--- src/rtl/hazard_stall_ctrl_if.sv ---
// Hazard controller bundle: ID-stage instruction tags toward the controller,
// pipeline enables, bubbles and forwarding selects back to the datapath.
interface hazard_stall_ctrl_if #(
  parameter int REG_ADDR_W = 5
);
  logic                  id_valid;
  logic [REG_ADDR_W-1:0] id_rs;
  logic [REG_ADDR_W-1:0] id_rt;
  logic                  id_uses_rs;
  logic                  id_uses_rt;
  logic [REG_ADDR_W-1:0] id_dst;
  logic                  id_regwrite;
  logic                  id_memread;
  logic                  id_is_md;
  logic                  ex_branch_taken;

  logic                  pc_write;
  logic                  ifid_write;
  logic                  ifid_flush;
  logic                  idex_bubble;
  logic                  ex_hold;
  logic                  exmem_bubble;
  logic [1:0]            forward_a;
  logic [1:0]            forward_b;
  logic                  md_busy;

  modport master (
    output id_valid, id_rs, id_rt, id_uses_rs, id_uses_rt, id_dst,
           id_regwrite, id_memread, id_is_md, ex_branch_taken,
    input  pc_write, ifid_write, ifid_flush, idex_bubble, ex_hold,
           exmem_bubble, forward_a, forward_b, md_busy
  );

  modport slave (
    input  id_valid, id_rs, id_rt, id_uses_rs, id_uses_rt, id_dst,
           id_regwrite, id_memread, id_is_md, ex_branch_taken,
    output pc_write, ifid_write, ifid_flush, idex_bubble, ex_hold,
           exmem_bubble, forward_a, forward_b, md_busy
  );
endinterface

--- src/rtl/hazard_stall_ctrl.sv ---
// Hazard controller for the 5-stage MIPS pipeline: shadow register tags drive
// forwarding selects, load-use stalls, branch flushes and the mult/div EX hold.
module hazard_stall_ctrl #(
  parameter int REG_ADDR_W = 5,
  parameter int MD_LATENCY = 4
) (
  input logic               clk,
  input logic               rst_n,
  hazard_stall_ctrl_if.slave hz
);

  typedef enum logic [0:0] {
    ST_RUN     = 1'b0,
    ST_MD_BUSY = 1'b1
  } state_e;

  typedef enum logic [1:0] {
    ADV_NORMAL = 2'b00,
    ADV_BUBBLE = 2'b01,
    ADV_HOLD   = 2'b10
  } adv_e;

  localparam int                    CNT_W      = (MD_LATENCY > 1) ? $clog2(MD_LATENCY) : 1;
  localparam logic [CNT_W-1:0]      MD_LOAD    = CNT_W'(MD_LATENCY - 1);
  localparam logic [CNT_W-1:0]      CNT_ONE    = CNT_W'(1);
  localparam logic [CNT_W-1:0]      CNT_ZERO   = {CNT_W{1'b0}};
  localparam logic                  MD_HOLD_EN = (MD_LATENCY > 1);
  localparam logic [REG_ADDR_W-1:0] ZERO_TAG   = {REG_ADDR_W{1'b0}};

  // $0 is hardwired, so a write to it never produces a forwardable value.
  function automatic logic [1:0] fwd_sel(
    input logic [REG_ADDR_W-1:0] tag,
    input logic                  em_wr,
    input logic [REG_ADDR_W-1:0] em_dst,
    input logic                  mw_wr,
    input logic [REG_ADDR_W-1:0] mw_dst
  );
    logic [1:0] sel;
    if (em_wr && (em_dst != ZERO_TAG) && (em_dst == tag)) begin
      sel = 2'b10;
    end else if (mw_wr && (mw_dst != ZERO_TAG) && (mw_dst == tag)) begin
      sel = 2'b01;
    end else begin
      sel = 2'b00;
    end
    return sel;
  endfunction

  state_e                state_r;
  state_e                state_n_s;
  logic [CNT_W-1:0]      md_cnt_r;
  logic [CNT_W-1:0]      md_cnt_n_s;
  adv_e                  adv_s;

  logic                  idex_v_r;
  logic [REG_ADDR_W-1:0] idex_rs_r;
  logic [REG_ADDR_W-1:0] idex_rt_r;
  logic [REG_ADDR_W-1:0] idex_dst_r;
  logic                  idex_rw_r;
  logic                  idex_mr_r;
  logic                  idex_md_r;
  logic                  exmem_v_r;
  logic [REG_ADDR_W-1:0] exmem_dst_r;
  logic                  exmem_rw_r;
  logic                  memwb_v_r;
  logic [REG_ADDR_W-1:0] memwb_dst_r;
  logic                  memwb_rw_r;

  logic                  load_use_s;
  logic [1:0]            forward_a_s;
  logic [1:0]            forward_b_s;
  logic                  pc_write_s;
  logic                  ifid_write_s;
  logic                  ifid_flush_s;
  logic                  idex_bubble_s;
  logic                  ex_hold_s;
  logic                  exmem_bubble_s;
  logic                  md_busy_s;

  // Hazard detection: forwarding selects and the load-use condition
  always_comb begin
    forward_a_s = fwd_sel(idex_rs_r, exmem_v_r & exmem_rw_r, exmem_dst_r,
                          memwb_v_r & memwb_rw_r, memwb_dst_r);
    forward_b_s = fwd_sel(idex_rt_r, exmem_v_r & exmem_rw_r, exmem_dst_r,
                          memwb_v_r & memwb_rw_r, memwb_dst_r);
    load_use_s  = idex_v_r & idex_mr_r & idex_rw_r & (idex_dst_r != ZERO_TAG) & hz.id_valid &
                  ((hz.id_uses_rs & (hz.id_rs == idex_dst_r)) |
                   (hz.id_uses_rt & (hz.id_rt == idex_dst_r)));
  end

  // FSM next-state, pipeline control and shadow-advance selection
  always_comb begin
    state_n_s      = state_r;
    md_cnt_n_s     = md_cnt_r;
    adv_s          = ADV_NORMAL;
    pc_write_s     = 1'b1;
    ifid_write_s   = 1'b1;
    ifid_flush_s   = 1'b0;
    idex_bubble_s  = 1'b0;
    ex_hold_s      = 1'b0;
    exmem_bubble_s = 1'b0;
    md_busy_s      = 1'b0;
    case (state_r)
      ST_RUN: begin
        if (hz.ex_branch_taken) begin
          ifid_flush_s  = 1'b1;
          idex_bubble_s = 1'b1;
          adv_s         = ADV_BUBBLE;
        end else if (load_use_s) begin
          pc_write_s    = 1'b0;
          ifid_write_s  = 1'b0;
          idex_bubble_s = 1'b1;
          adv_s         = ADV_BUBBLE;
        end else begin
          adv_s = ADV_NORMAL;
        end
        // The first EX cycle of a mult/div is an ordinary cycle; the hold follows.
        if (MD_HOLD_EN && idex_v_r && idex_md_r) begin
          state_n_s  = ST_MD_BUSY;
          md_cnt_n_s = MD_LOAD;
        end else begin
          state_n_s  = ST_RUN;
          md_cnt_n_s = md_cnt_r;
        end
      end
      ST_MD_BUSY: begin
        pc_write_s     = 1'b0;
        ifid_write_s   = 1'b0;
        ex_hold_s      = 1'b1;
        exmem_bubble_s = 1'b1;
        md_busy_s      = 1'b1;
        adv_s          = ADV_HOLD;
        md_cnt_n_s     = md_cnt_r - CNT_ONE;
        if (md_cnt_r == CNT_ONE) begin
          state_n_s = ST_RUN;
        end else begin
          state_n_s = ST_MD_BUSY;
        end
      end
      default: begin
        state_n_s  = ST_RUN;
        md_cnt_n_s = CNT_ZERO;
        adv_s      = ADV_BUBBLE;
      end
    endcase
  end

  // FSM state and mult/div countdown registers
  always_ff @(posedge clk or negedge rst_n) begin
    if (!rst_n) begin
      state_r  <= ST_RUN;
      md_cnt_r <= CNT_ZERO;
    end else begin
      state_r  <= state_n_s;
      md_cnt_r <= md_cnt_n_s;
    end
  end

  // Shadow copies of the ID/EX, EX/MEM and MEM/WB tags
  always_ff @(posedge clk or negedge rst_n) begin
    if (!rst_n) begin
      idex_v_r    <= 1'b0;
      idex_rs_r   <= ZERO_TAG;
      idex_rt_r   <= ZERO_TAG;
      idex_dst_r  <= ZERO_TAG;
      idex_rw_r   <= 1'b0;
      idex_mr_r   <= 1'b0;
      idex_md_r   <= 1'b0;
      exmem_v_r   <= 1'b0;
      exmem_dst_r <= ZERO_TAG;
      exmem_rw_r  <= 1'b0;
      memwb_v_r   <= 1'b0;
      memwb_dst_r <= ZERO_TAG;
      memwb_rw_r  <= 1'b0;
    end else begin
      memwb_v_r   <= exmem_v_r;
      memwb_dst_r <= exmem_dst_r;
      memwb_rw_r  <= exmem_rw_r;
      case (adv_s)
        ADV_NORMAL: begin
          idex_v_r    <= hz.id_valid;
          idex_rs_r   <= hz.id_valid ? hz.id_rs  : ZERO_TAG;
          idex_rt_r   <= hz.id_valid ? hz.id_rt  : ZERO_TAG;
          idex_dst_r  <= hz.id_valid ? hz.id_dst : ZERO_TAG;
          idex_rw_r   <= hz.id_valid & hz.id_regwrite;
          idex_mr_r   <= hz.id_valid & hz.id_memread;
          idex_md_r   <= hz.id_valid & hz.id_is_md;
          exmem_v_r   <= idex_v_r;
          exmem_dst_r <= idex_dst_r;
          exmem_rw_r  <= idex_rw_r;
        end
        ADV_HOLD: begin
          // ID/EX keeps its contents while EX recomputes; EX/MEM receives a NOP.
          exmem_v_r   <= 1'b0;
          exmem_dst_r <= ZERO_TAG;
          exmem_rw_r  <= 1'b0;
        end
        default: begin
          idex_v_r    <= 1'b0;
          idex_rs_r   <= ZERO_TAG;
          idex_rt_r   <= ZERO_TAG;
          idex_dst_r  <= ZERO_TAG;
          idex_rw_r   <= 1'b0;
          idex_mr_r   <= 1'b0;
          idex_md_r   <= 1'b0;
          exmem_v_r   <= idex_v_r;
          exmem_dst_r <= idex_dst_r;
          exmem_rw_r  <= idex_rw_r;
        end
      endcase
    end
  end

  // Interface drive; while reset is held the pipeline free-runs with no hazard action
  always_comb begin
    if (!rst_n) begin
      hz.pc_write     = 1'b1;
      hz.ifid_write   = 1'b1;
      hz.ifid_flush   = 1'b0;
      hz.idex_bubble  = 1'b0;
      hz.ex_hold      = 1'b0;
      hz.exmem_bubble = 1'b0;
      hz.md_busy      = 1'b0;
      hz.forward_a    = 2'b00;
      hz.forward_b    = 2'b00;
    end else begin
      hz.pc_write     = pc_write_s;
      hz.ifid_write   = ifid_write_s;
      hz.ifid_flush   = ifid_flush_s;
      hz.idex_bubble  = idex_bubble_s;
      hz.ex_hold      = ex_hold_s;
      hz.exmem_bubble = exmem_bubble_s;
      hz.md_busy      = md_busy_s;
      hz.forward_a    = forward_a_s;
      hz.forward_b    = forward_b_s;
    end
  end

endmodule

--- src/flat_wrapper.sv ---
// flat-port wrapper written by rule: the top's interface ports become plain ports
module hazard_stall_ctrl_flat 
#(
  parameter int REG_ADDR_W = 5,
  parameter int MD_LATENCY = 4
)
  (clk, rst_n, hz_id_valid, hz_id_rs, hz_id_rt, hz_id_uses_rs, hz_id_uses_rt, hz_id_dst, hz_id_regwrite, hz_id_memread, hz_id_is_md, hz_ex_branch_taken, hz_pc_write, hz_ifid_write, hz_ifid_flush, hz_idex_bubble, hz_ex_hold, hz_exmem_bubble, hz_forward_a, hz_forward_b, hz_md_busy);
  hazard_stall_ctrl_if #(.REG_ADDR_W(REG_ADDR_W)) hz_i ();
  input logic clk;
  input logic rst_n;
  input wire logic [$bits(hz_i.id_valid)-1:0] hz_id_valid;
  input wire logic [$bits(hz_i.id_rs)-1:0] hz_id_rs;
  input wire logic [$bits(hz_i.id_rt)-1:0] hz_id_rt;
  input wire logic [$bits(hz_i.id_uses_rs)-1:0] hz_id_uses_rs;
  input wire logic [$bits(hz_i.id_uses_rt)-1:0] hz_id_uses_rt;
  input wire logic [$bits(hz_i.id_dst)-1:0] hz_id_dst;
  input wire logic [$bits(hz_i.id_regwrite)-1:0] hz_id_regwrite;
  input wire logic [$bits(hz_i.id_memread)-1:0] hz_id_memread;
  input wire logic [$bits(hz_i.id_is_md)-1:0] hz_id_is_md;
  input wire logic [$bits(hz_i.ex_branch_taken)-1:0] hz_ex_branch_taken;
  output wire logic [$bits(hz_i.pc_write)-1:0] hz_pc_write;
  output wire logic [$bits(hz_i.ifid_write)-1:0] hz_ifid_write;
  output wire logic [$bits(hz_i.ifid_flush)-1:0] hz_ifid_flush;
  output wire logic [$bits(hz_i.idex_bubble)-1:0] hz_idex_bubble;
  output wire logic [$bits(hz_i.ex_hold)-1:0] hz_ex_hold;
  output wire logic [$bits(hz_i.exmem_bubble)-1:0] hz_exmem_bubble;
  output wire logic [$bits(hz_i.forward_a)-1:0] hz_forward_a;
  output wire logic [$bits(hz_i.forward_b)-1:0] hz_forward_b;
  output wire logic [$bits(hz_i.md_busy)-1:0] hz_md_busy;
  assign hz_i.id_valid = hz_id_valid;
  assign hz_i.id_rs = hz_id_rs;
  assign hz_i.id_rt = hz_id_rt;
  assign hz_i.id_uses_rs = hz_id_uses_rs;
  assign hz_i.id_uses_rt = hz_id_uses_rt;
  assign hz_i.id_dst = hz_id_dst;
  assign hz_i.id_regwrite = hz_id_regwrite;
  assign hz_i.id_memread = hz_id_memread;
  assign hz_i.id_is_md = hz_id_is_md;
  assign hz_i.ex_branch_taken = hz_ex_branch_taken;
  assign hz_pc_write = hz_i.pc_write;
  assign hz_ifid_write = hz_i.ifid_write;
  assign hz_ifid_flush = hz_i.ifid_flush;
  assign hz_idex_bubble = hz_i.idex_bubble;
  assign hz_ex_hold = hz_i.ex_hold;
  assign hz_exmem_bubble = hz_i.exmem_bubble;
  assign hz_forward_a = hz_i.forward_a;
  assign hz_forward_b = hz_i.forward_b;
  assign hz_md_busy = hz_i.md_busy;
  hazard_stall_ctrl #(.REG_ADDR_W(REG_ADDR_W), .MD_LATENCY(MD_LATENCY)) u_core (.clk(clk), .rst_n(rst_n), .hz(hz_i));
endmodule
--- config.mk ---
export PLATFORM = sky130hd
export DESIGN_NAME = hazard_stall_ctrl_flat
export DESIGN_NICKNAME = d
export VERILOG_FILES = /design/src/rtl/hazard_stall_ctrl_if.sv /design/src/rtl/hazard_stall_ctrl.sv /design/src/flat_wrapper.sv
export SDC_FILE = /design/constraint.sdc
export NUM_CORES = 1
export LEC_CHECK = 0
export CAP_MARGIN = 5
export CORE_AREA = 2 2 72 74
export DETAILED_ROUTE_END_ITERATION = 6
export DIE_AREA = 0 0 74 76
export DONT_BUFFER_PORTS = 1
export GPL_ROUTABILITY_DRIVEN = 0
export PLACE_DENSITY_LB_ADDON = 0.12
export SYNTH_ARGS = -nofsm -noshare
export SYNTH_HDL_FRONTEND = slang
export SYNTH_SLANG_ARGS = --single-unit
--- constraint.sdc ---
create_clock -name clk -period 2.6 [get_ports clk]
set_input_delay 0.52 -clock clk [delete_from_list [all_inputs] [get_ports clk]]
set_output_delay 0.52 -clock clk [all_outputs]
set_load 0.02 [all_outputs]
=== Word level (Yosys, flattened, before mapping) ===
Cells that the tools add are included.

* Output and inout port bits: 11
* Register bits after elaboration: 36

* Equality and inequality tests: 9
* Bitwise logic cells: 14
* Add/subtract/negate cells: 1
* Reductions and logical operators: 11
* Muxes and demuxes: 40

{| class="wikitable"
|+ Operators with widths
! cell !! number
|-
| $eq A5 B5 Y1 || 6
|-
| $pmux W5 S2 || 3
|-
| $mux W5 || 4
|-
| $mux W1 || 19
|-
| $reduce_bool A5 Y1 || 3
|-
| $and A1 B1 Y1 || 12
|-
| $mux W2 || 6
|-
| $pmux W1 S2 || 6
|-
| $pmux W2 S2 || 2
|-
| $logic_and A1 B1 Y1 || 7
|-
| $eq A2 B1 Y1 const B || 1
|-
| $eq A2 B2 Y1 const B || 1
|-
| $logic_not A2 Y1 || 1
|-
| $ne A2 B1 Y1 const B || 1
|-
| $sub A2 B1 Y2 const B || 1
|-
| $not A1 Y1 || 1
|-
| $or A1 B1 Y1 || 1
|}

=== Longest topological paths before layout ===
* Depth after elaboration: 10
* Gate-level depth with buffers: 6

=== Least setup slack after synthesis ===
OpenSTA, ideal clock, no wires.

* Kind: flip-flop to output port
* Start point: register u_core.idex_dst_r[0]
* End point: output port hz_pc_write
* Stages on the path, launching flop included: 7
* Required time: 2.080 ns
* Setup slack: 0.287 ns
* Arrival: 1.793 ns
* Path through: dfrtp_1 > or4_1 > o21ai_2 > buf_6 > nor3b_2 > a21oi_2 > buf_4

* Cells in the longest elaborated chain, start to end: 8
* Elaborated cells between the ends (all ways): 13
* Classes of those cells: eq/ne (2); mux (4); bitwise (6); reduce/logical (1)

{| class="wikitable"
|+ RTL lines
! what !! RTL line !! text
|-
| from (decl) || hazard_stall_ctrl.sv:58 || <nowiki>logic [REG_ADDR_W-1:0] idex_dst_r;</nowiki>
|-
| from (signal assigned) || hazard_stall_ctrl.sv:184 || <nowiki>idex_dst_r <= hz.id_valid ? hz.id_dst : ZERO_TAG;</nowiki>
|-
| $eq A5 B5 Y1 (tied with other cells) || hazard_stall_ctrl.sv:87 || <nowiki>((hz.id_uses_rs & (hz.id_rs == idex_dst_r)) |</nowiki>
|-
| $and A1 B1 Y1, on equally long branches || hazard_stall_ctrl.sv:87, hazard_stall_ctrl.sv:86, hazard_stall_ctrl.sv:88 ||
|-
| $or A1 B1 Y1 or $and A1 B1 Y1 (tied branches) || hazard_stall_ctrl.sv:87, hazard_stall_ctrl.sv:86 ||
|-
| $and A1 B1 Y1 * || hazard_stall_ctrl.sv:86 || <nowiki>load_use_s = idex_v_r & idex_mr_r & idex_rw_r & (idex_dst_r != ZERO_TAG) & hz.id_valid &</nowiki>
|-
| $mux W1 * (2 in a row) || n/a ||
|-
| $pmux W1 S2 * || n/a ||
|-
| $mux W1 * || n/a ||
|-
| to (decl) || flat_wrapper.sv:21 || <nowiki>output wire logic [$bits(hz_i.pc_write)-1:0] hz_pc_write;</nowiki>
|}

Every way passes the cells marked *; elsewhere a longest branch is shown, timed or not.

=== Worst setup path in the final report ===
* Start point: register u_core.exmem_dst_r[1]
* End point: output port hz_forward_a[0]

* Cells in the longest elaborated chain, start to end: 5
* Elaborated cells between the ends (all ways): 6
* Classes of those cells: eq/ne (1); mux (2); reduce/logical (3)

{| class="wikitable"
|+ RTL lines
! what !! RTL line !! text
|-
| from (decl) || hazard_stall_ctrl.sv:63 || <nowiki>logic [REG_ADDR_W-1:0] exmem_dst_r;</nowiki>
|-
| from (signal assigned) || hazard_stall_ctrl.sv:189 || <nowiki>exmem_dst_r <= idex_dst_r;</nowiki>
|-
| from (signal assigned) || hazard_stall_ctrl.sv:207 || <nowiki>exmem_dst_r <= idex_dst_r;</nowiki>
|-
| $reduce_bool A5 Y1 || hazard_stall_ctrl.sv:39 || <nowiki>if (em_wr && (em_dst != ZERO_TAG) && (em_dst == tag)) begin</nowiki>
|-
| $logic_and A1 B1 Y1 || hazard_stall_ctrl.sv:39 ||
|-
| $logic_and A1 B1 Y1 * || hazard_stall_ctrl.sv:39 ||
|-
| $mux W2 * || hazard_stall_ctrl.sv:39 ||
|-
| $mux W2 * || hazard_stall_ctrl.sv:216 || <nowiki>if (!rst_n) begin</nowiki>
|-
| to (decl) || flat_wrapper.sv:27 || <nowiki>output wire logic [$bits(hz_i.forward_a)-1:0] hz_forward_a;</nowiki>
|}

Marks and branches as above.

==> impl_metrics.env <==
export IMPL_status="finished, final reports clean"
export IMPL_crit_family="simple AND/OR/NAND/NOR gates"
export IMPL_fin_tns_setup_ns=0
export IMPL_diodes=0
export IMPL_powerDensity_nw_per_um2=938
export IMPL_synth_most_common_cell="dfrtp_1"
export IMPL_p_leak_uw=0.000917
export IMPL_hold_violations=0
export IMPL_overflow=0
export IMPL_clock_latency_ns=0.29
export IMPL_synth_seq_area_share_pct=45.7
export IMPL_yosys_register_bits=36
export IMPL_fin_skew_ns=0.00497
export IMPL_netlist_area_leader_share_pct=45.7
export IMPL_cp_slowest_cell="or4_1"
export IMPL_grt_max_degree=39
export IMPL_initial_core_util_pct=40.1
export IMPL_portBuffers=0
export IMPL_cts_sinks=36
export IMPL_first_pass_iters=4
export IMPL_via_count=1410
export IMPL_fin_cells=258
export IMPL_worstSetupStartpointType="flop"
export IMPL_min_period_over_period_pct=95.8
export IMPL_synth_edff_count=0
export IMPL_grt_pass1_wl_mm=7.56
export IMPL_hold_class="in2async"
export IMPL_ir_worst_vdd_uv=321
export IMPL_num_nets_final=212
export IMPL_multi_input_area_sq_um=983
export IMPL_syn_avg_cell_area_sq_um=10.8
export IMPL_track_usage_pct=17.8
export IMPL_cp_required_ns=2.08
export IMPL_ys_top_cells_by_count="dfrtp_1 (36), nand2_1 (22), a32oi_1 (18), o21ai_2 (18), xnor2_1 (16)"
export IMPL_worst_pin_slew_ns=0.501
export IMPL_synth_top_cell_by_area="dfrtp_1"
export IMPL_critPathCaptureType="output pin"
export IMPL_clockBufferDepth=2
export IMPL_synth_nets=208
export IMPL_path_cells="or4_1 > o211ai_2 > nor4_1 > nor4_2 > buf_4"
export IMPL_clk_transition_reported_paths_ns=0.07
export IMPL_crit_fanout=3
export IMPL_chipHeight_microns=76
export IMPL_pin_count=35
export IMPL_min_period_ns=2.49
export IMPL_wl_per_cell_microns=17.4
export IMPL_relSlewSlack_pct=66.3
export IMPL_final_layout_size_suffix_gt1_share_pct=23.9
export IMPL_cts_repair_resized=0
export IMPL_routed_via_density=5.47
export IMPL_p_seq_share_pct=46.8
export IMPL_final_area_sq_um=2170
export IMPL_drv_slew=0
export IMPL_std_cell_rows=26
export IMPL_postPlaceCellArea_sq_um=2050
export IMPL_setup_viol=0
export IMPL_arrival_ns=1.97
export IMPL_finalPower_uw=2040
export IMPL_fp_dieW_microns=74
export IMPL_core_sq_um=4910
export IMPL_fmax_ghz=0.402
export IMPL_seq_area_sq_um=901
export IMPL_combPwrFrac_pct=33.0
export IMPL_rsz0062_at_grt="no"
export IMPL_worstRegToRegCells=5
export IMPL_synthTopCellsByArea="dfrtp_1 (46%), a32oi_1 (8.0%), o21ai_2 (8.0%)"
export IMPL_htree_levels=2
export IMPL_drc=0
export IMPL_crit_buf_inv=1
export IMPL_switching_share_pct=38.1
export IMPL_async_flop_share_pct=100
export IMPL_hpwl_mm=3.14
export IMPL_synth_area_sq_um=1970
export IMPL_numCtsBuffers=5
export IMPL_area_delta_synth_final_pct=10.3
export IMPL_fillers=480
export IMPL_die_area_sq_um=5620
export IMPL_grt_antenna_before_repair=0
export IMPL_p_int_uw=1260
export IMPL_wirelength_mm=4.50
export IMPL_switching_power_uw=776
export IMPL_final_antenna_net_count=0
export IMPL_dp_cells=247
export IMPL_ys_types=33
export IMPL_clkPwrFrac_pct=20.2
export IMPL_maxCapViolCount=0
export IMPL_ys_warn_count=0
export IMPL_clockRootBuffer="clkbuf_8"
export IMPL_critPathKind="reg2out"
export IMPL_grt_pass1_vias=1446
export IMPL_first_iter_violations=92
export IMPL_max_stage_delay_ns=0.54
export IMPL_cts_tree="built"
export IMPL_ys_flop_type="dfrtp_1"
export IMPL_syn_inst=183
export IMPL_cp_depth=5
## through the flow
stage	setup WS, ns	utilization (%)	hold slack [ns]
floorplan	0.287	-	0.224
global placement	0.436	41.7	0.226
detailed placement	0.372	41.7	0.226
CTS	0.0546	44.0	0.0614
global route	0.00559	44.3	0.0608
finish	0.110	44.3	0.0573
## placed cells by master (no fill, tap or decap), drive strengths merged, types with 2 or more instances in the layout
| cell type | n |
|---|---|
| a32oi | 18 |
| or4 | 5 |
| xor2 | 14 |
| o21ai | 21 |
| xnor2 | 16 |
| clkbuf | 6 |
| dfrtp | 36 |
| nor4 | 4 |
| a21oi | 3 |
| nor3b | 3 |
| clkinv | 2 |
| and2 | 3 |
| nand2 | 22 |
| inv | 2 |
| nand4 | 2 |
| nor2b | 7 |
| buf | 12 |
| nand3 | 2 |
## registers in the layout (all words and copies together) (netlist names)
| signal | count |
|---|---|
| u_core.idex_rs_r | 5 |
| u_core.memwb_dst_r | 5 |
| u_core.exmem_v_r | 1 |
| u_core.idex_mr_r | 1 |
| u_core.idex_rw_r | 1 |
| u_core.memwb_rw_r | 1 |
| u_core.memwb_v_r | 1 |
| u_core.md_cnt_r | 2 |
| u_core.exmem_dst_r | 5 |
| u_core.idex_rt_r | 5 |
| u_core.idex_md_r | 1 |
| u_core.state_r | 1 |
| u_core.exmem_rw_r | 1 |
| u_core.idex_dst_r | 5 |
| u_core.idex_v_r | 1 |
## cell families (layout without fill, tap and decap cells)
kind of cell / count (synthesis) / after routing / share of synthesized area [%]
muxes: 1 / 1 / 0.508
buffers and inverters: 17 / 22 / 4.95
xor gates and xnor gates: 30 / 30 / 13.3
AOI/OAI and AO/OA: 48 / 48 / 20.3
DFF: 36 / 36 / 45.7
and+or+nand+nor: 50 / 50 / 14.6
adders and majority gates: 1 / 1 / 0.635
## timing repair
action | CTS | global route
setup buffers | 0 | 2
endpoints found under the hold margin | 36 | 0
hold buffers | 1 | 0
endpoints found under the setup margin | 0 | 1
## final timing paths
kind	slack [ns]	startpoint	end
setup / recovery	0.11	u_core.exmem_dst_r[1]	hz_forward_a[0]
hold / removal	0.06	rst_n	u_core.memwb_dst_r[0]
setup reg to reg	0.82	u_core.idex_dst_r[3]	u_core.idex_dst_r[4]
hold reg to reg	0.41	u_core.exmem_dst_r[2]	u_core.memwb_dst_r[2]
max in group asynchronous	2.36	rst_n	u_core.idex_dst_r[1]
min in group clk	0.35	hz_id_dst[2]	u_core.idex_dst_r[2]
## area by class of cell
| type | count | area share (%) |
|---|---|---|
| tap | 70 | 4.03 |
| sequential | 36 | 41.4 |
| timing repair buffer | 12 | 4.72 |
| clock buffer | 6 | 3.80 |
| clock inverter | 2 | 0.460 |
| inverter | 2 | 0.345 |
| multi-input combinational | 130 | 45.2 |
## power by group through the flow
stage	Sequential [uW]	Clock, uW	Combinational [uW]
global route	982	451	753
global placement	965	0	627
floorplan	879	0	582
CTS	961	425	663
detailed placement	970	0	648
finish	955	412	673
## per-layer routing
layer	global-route usage (%)	vias up	wire length (microns)
li1	-	672	-
met1	25.6	685	1980
met2	25.4	44	2120
met3	5.03	9	319
met4	6.55	0	78
met5	0	-	0
No activity file was read; power rests on OpenSTA's default activity.
